[src/rtl/cu_pkg.sv]
// Shared types and encodings for the multicycle control unit.
// The main FSM, its output decoder and any other control-unit blocks import these.
package cu_pkg;

    typedef enum logic [3:0] {
        S_FETCH    = 4'd0,
        S_DECODE   = 4'd1,
        S_MEMADR   = 4'd2,
        S_MEMREAD  = 4'd3,
        S_MEMWB    = 4'd4,
        S_MEMWRITE = 4'd5,
        S_EXECUTER = 4'd6,
        S_EXECUTEI = 4'd7,
        S_ALUWB    = 4'd8,
        S_BRANCH   = 4'd9
    } state_e;

    localparam logic [1:0] SRCB_REG  = 2'b00;
    localparam logic [1:0] SRCB_IMM  = 2'b01;
    localparam logic [1:0] SRCB_FOUR = 2'b10;

    localparam logic [1:0] RES_ALUOUT = 2'b00;
    localparam logic [1:0] RES_RDATA  = 2'b01;
    localparam logic [1:0] RES_ALU    = 2'b10;

    localparam logic [1:0] OP_DP  = 2'b00;
    localparam logic [1:0] OP_MEM = 2'b01;
    localparam logic [1:0] OP_BR  = 2'b10;

    // Raw per-state control word, before any memory-ready gating
    typedef struct packed {
        logic       irWrite;
        logic       nextPc;
        logic       adrSrc;
        logic       aluSrcA;
        logic [1:0] aluSrcB;
        logic [1:0] resultSrc;
        logic       aluOp;
        logic       regW;
        logic       memW;
        logic       branch;
    } ctrl_t;

    localparam ctrl_t CTRL_IDLE = '0;

endpackage

[src/rtl/fsm_out_dec_cu.sv]
// Combinational state-to-control-word decoder for the main controller.
// Fetch strobes come out ungated; the caller qualifies them with memory ready.
module fsm_out_dec_cu
    import cu_pkg::*;
(
    input  logic [3:0] state_i,
    output ctrl_t      ctrl_o
);

    always_comb begin
        ctrl_o = CTRL_IDLE;
        case (state_i)
            S_FETCH: begin
                ctrl_o.irWrite   = 1'b1;
                ctrl_o.nextPc    = 1'b1;
                ctrl_o.aluSrcA   = 1'b1;
                ctrl_o.aluSrcB   = SRCB_FOUR;
                ctrl_o.resultSrc = RES_ALU;
            end
            S_DECODE: begin
                ctrl_o.aluSrcA   = 1'b1;
                ctrl_o.aluSrcB   = SRCB_FOUR;
                ctrl_o.resultSrc = RES_ALU;
            end
            S_MEMADR: begin
                ctrl_o.aluSrcB = SRCB_IMM;
            end
            S_MEMREAD: begin
                ctrl_o.adrSrc = 1'b1;
            end
            S_MEMWB: begin
                ctrl_o.resultSrc = RES_RDATA;
                ctrl_o.regW      = 1'b1;
            end
            S_MEMWRITE: begin
                ctrl_o.adrSrc = 1'b1;
                ctrl_o.memW   = 1'b1;
            end
            S_EXECUTER: begin
                ctrl_o.aluOp = 1'b1;
            end
            S_EXECUTEI: begin
                ctrl_o.aluSrcB = SRCB_IMM;
                ctrl_o.aluOp   = 1'b1;
            end
            S_ALUWB: begin
                ctrl_o.regW = 1'b1;
            end
            S_BRANCH: begin
                ctrl_o.aluSrcB   = SRCB_IMM;
                ctrl_o.resultSrc = RES_ALU;
                ctrl_o.branch    = 1'b1;
            end
            default: begin
                ctrl_o = CTRL_IDLE;
            end
        endcase
    end

endmodule

[src/rtl/main_fsm_cu.sv]
// Multicycle main controller: state register, next-state logic and mem_ready gating.
// Raw reg_w/mem_w/branch strobes go to the conditional-logic stage for qualification.
module main_fsm_cu
    import cu_pkg::*;
#(
    parameter int unsigned USE_MEM_READY = 1
)
(
    input  logic       clk,
    input  logic       reset,
    input  logic [1:0] op,
    input  logic [5:0] funct,
    input  logic       mem_ready,
    output logic       ir_write,
    output logic       next_pc,
    output logic       adr_src,
    output logic       alu_src_a,
    output logic [1:0] alu_src_b,
    output logic [1:0] result_src,
    output logic       alu_op,
    output logic       reg_w,
    output logic       mem_w,
    output logic       branch,
    output logic [3:0] state
);

    state_e state_q;
    state_e state_d;
    ctrl_t  ctrlRaw;
    logic   rdy;
    logic   unusedFunct;

    assign rdy         = (USE_MEM_READY != 0) ? mem_ready : 1'b1;
    assign unusedFunct = ^funct[4:1];

    always_ff @(posedge clk) begin
        if (reset) begin
            state_q <= S_FETCH;
        end else begin
            state_q <= state_d;
        end
    end

    // op/funct only matter in DECODE and MEMADR; every other state ignores them
    always_comb begin
        state_d = state_q;
        case (state_q)
            S_FETCH: begin
                if (rdy) state_d = S_DECODE;
            end
            S_DECODE: begin
                case (op)
                    OP_DP:   state_d = funct[5] ? S_EXECUTEI : S_EXECUTER;
                    OP_MEM:  state_d = S_MEMADR;
                    OP_BR:   state_d = S_BRANCH;
                    default: state_d = S_FETCH;
                endcase
            end
            S_MEMADR: begin
                state_d = funct[0] ? S_MEMREAD : S_MEMWRITE;
            end
            S_MEMREAD: begin
                if (rdy) state_d = S_MEMWB;
            end
            S_MEMWRITE: begin
                if (rdy) state_d = S_FETCH;
            end
            S_EXECUTER: state_d = S_ALUWB;
            S_EXECUTEI: state_d = S_ALUWB;
            S_ALUWB:    state_d = S_FETCH;
            S_MEMWB:    state_d = S_FETCH;
            S_BRANCH:   state_d = S_FETCH;
            default:    state_d = S_FETCH;
        endcase
    end

    fsm_out_dec_cu u_outDec (
        .state_i (state_q),
        .ctrl_o  (ctrlRaw)
    );

    assign ir_write   = ctrlRaw.irWrite & rdy;
    assign next_pc    = ctrlRaw.nextPc & rdy;
    assign adr_src    = ctrlRaw.adrSrc;
    assign alu_src_a  = ctrlRaw.aluSrcA;
    assign alu_src_b  = ctrlRaw.aluSrcB;
    assign result_src = ctrlRaw.resultSrc;
    assign alu_op     = ctrlRaw.aluOp;
    assign reg_w      = ctrlRaw.regW;
    assign mem_w      = ctrlRaw.memW;
    assign branch     = ctrlRaw.branch;
    assign state      = state_q;

endmodule

[config.mk]
export PLATFORM = sky130hd
export DESIGN_NAME = main_fsm_cu
export DESIGN_NICKNAME = d
export VERILOG_FILES = /design/src/rtl/cu_pkg.sv /design/src/rtl/fsm_out_dec_cu.sv /design/src/rtl/main_fsm_cu.sv
export SDC_FILE = /design/constraint.sdc
export NUM_CORES = 1
export LEC_CHECK = 0
export CAP_MARGIN = 20
export CELL_PAD_IN_SITES_DETAIL_PLACEMENT = 0
export CELL_PAD_IN_SITES_GLOBAL_PLACEMENT = 1
export CORE_MARGIN = 2
export CORE_UTILIZATION = 23
export DETAILED_ROUTE_END_ITERATION = 16
export HOLD_SLACK_MARGIN = 0.08
export PLACE_DENSITY_LB_ADDON = 0.1
export REMOVE_ABC_BUFFERS = 1
export SLEW_MARGIN = 20
export SYNTH_ARGS = -nofsm -noshare
export SYNTH_HDL_FRONTEND = slang
export SYNTH_SLANG_ARGS = --single-unit
[constraint.sdc]
create_clock -name clk -period 2.9 [get_ports clk]
set_input_delay 0.87 -clock clk [delete_from_list [all_inputs] [get_ports clk]]
set_output_delay 0.87 -clock clk [all_outputs]
set_load 0.005 [all_outputs]
==> out/metrics.yaml <==
worstPathArrival_ps: 1790
routed_wl_um: 1170
fillers: 167
largest_reg_flops: 4
dp_hpwl_um: 864
worst_pin_slew_ps: 504
synth_edf_count: 0
first_iter_violations: 7
cellLeakagePower_nw: 0.237
tritoncts: "done"
firstDrtPassIters: 2
synth_area_leaders: "dfxtp_1, nor3_1, nor2_1, nor2b_1, xnor2_1"
place_congestion: 0.737
crit_fanout: 13
synth.most_common_cell: "nor3_1"
clock_latency_ps: 240
dieArea_um2: 2030
grt_pass1_wl_um: 2040
relSlewSlack_pct: 66.4
slew_violations: 0
cp_data_required_time_ps: 2030
status: "finished clean"
rows: 14
layout-drive-gt1-share_pct: 14.3
port_buffers: 22
yosys-top-cells-count: "nor3_1, nor2_1, dfxtp_1"
via_count: 458
cts-buffers-inserted: 3
async_flop_share_pct: 0
max_freq_mhz: 376
clk_pin_slew_ps: 40
post-route-drc-count: 0
clock_sinks: 4
yosysWarnings: 0
diodes: 0
cts_hold_buf: 0
clk_path_buf_depth: 2
skew_ps: 6.63
wl_per_cell_um: 12.5
vdd_drop_max_uv: 154
ant_nets: 0
setup_viol: 0
post-route-period-util_pct: 91.7
ys_types: 30
antenna_found_initial: 0
synth_top_flop_cell: "dfxtp_1"
grt_max_degree: 14
core_um2: 1540
synth.top_cell.area_share_pct: 20.6
die_w_um: 45.1
area.growth.synth_to_final_pct: 67.1
tns_ps: 0
end_kind: "output pin"
min_period_ps: 2660
postSynthCellCount: 54
critPathLaunchType: "flip-flop"
worstSetupPathType: "reg2out"
pin_count: 27
syn_avg_cell_area_um2: 7.18
clockRootBuffer: "clkbuf_4"
finalHoldViolations: 0
ys_seq_elements: 4
ys_seq_area_share_pct: 20.6
fin_nets: 90
powerDensity_nw_per_um2: 357
yosysTopAreaCell: "dfxtp_1"
htree_levels: 1
r2r_setup_slack_ps: 1290
grt_usage_pct: 14.1
holdWs_ps: 682
grt_pass1_vias: 460
cap_violations: 0
post_cts_buffers: 0
die_h_um: 45.1
rsz0062_at_grt: "no"
overflow: 0
synth_area_um2: 388
start_util_pct: 25.2
hold_path_class: "reg2reg"
vias_per_cell: 4.92
## through the flow
stage	util [%]	setup slack (ps)	instance area, µm²	instances	power [mW]
6_report	42.0	242	648	93	0.231
5_1_grt	42.0	92.5	648	93	0.249
4_1_cts	41.7	14.2	643	93	0.234
3_5_place_dp	40.3	14.3	621	90	0.160
3_3_place_gp	40.3	24.5	621	90	0.161
2_1_floorplan	-	1010	350	48	0.105
## logic make-up after synthesis
family	share of synthesized area (%)
xor gates and xnor gates	6.78
buffers and inverters	12.6
DFF	20.6
AOI/OAI and AO/OA	22.9
and+or+nand+nor	37.1
## area by class of cell
type	instances	area [µm²]	area share [%]
multi-input combinational	41	262	40.3
timing repair buffer	26	253	39.0
sequential	4	80.1	12.4
clock buffer	3	22.5	3.47
tap	16	20.0	3.09
inverter	3	11.3	1.74
## per-layer routing
metal | track usage [%] | part of all wire, % | vias up
li1 | - | - | 240
met1 | 18.0 | 48 | 194
met2 | 20.3 | 42 | 20
met3 | 3.60 | 7.0 | 4
met4 | 10.6 | 2.5 | 0
met5 | 0 | 0 | -
## critical path, cell delays in order, from the launching register on
cell             delay, ps
dfxtp_1                590
buf_4                  230
nor2_1                  60
and3_1                 210
clkdlybuf4s50_1        450
## worst paths after layout
| check | end | depth (start not counted) | start |
|---|---|---|---|
| min | state[3] | 2 | state[2] |
| max reg2reg | state[0] | 3 | state[2] |
| min reg2reg | state[3] | 2 | state[2] |
| max | branch | 4 | state[1] |
## cells in the final DEF (no fill, tap or decap), drive strengths merged, types with 2 or more instances in the layout
cell / n
buf: 4
nand2: 2
nor4: 2
nor3: 6
inv: 3
a21boi: 2
clkbuf: 3
dfxtp: 4
nor2b: 3
o21ai: 3
nor2: 5
clkdlybuf4s50: 21
xnor2: 2
nand3b: 2
## power breakdown
part | internal (mW) | switching (mW) | leakage, nW
Clock | 0.0464 | 0.0242 | 0.0138
Combinational | 0.0563 | 0.0343 | 0.191
Sequential | 0.0592 | 0.0110 | 0.0327
Total | 0.162 | 0.0695 | 0.237
## repair_timing
action                                 in CTS  in global routing
gates resized for setup                     0                  2
setup endpoints to repair                   0                  2
endpoints found under the hold margin       0                  0
Power figures use the tool's default switching activity.
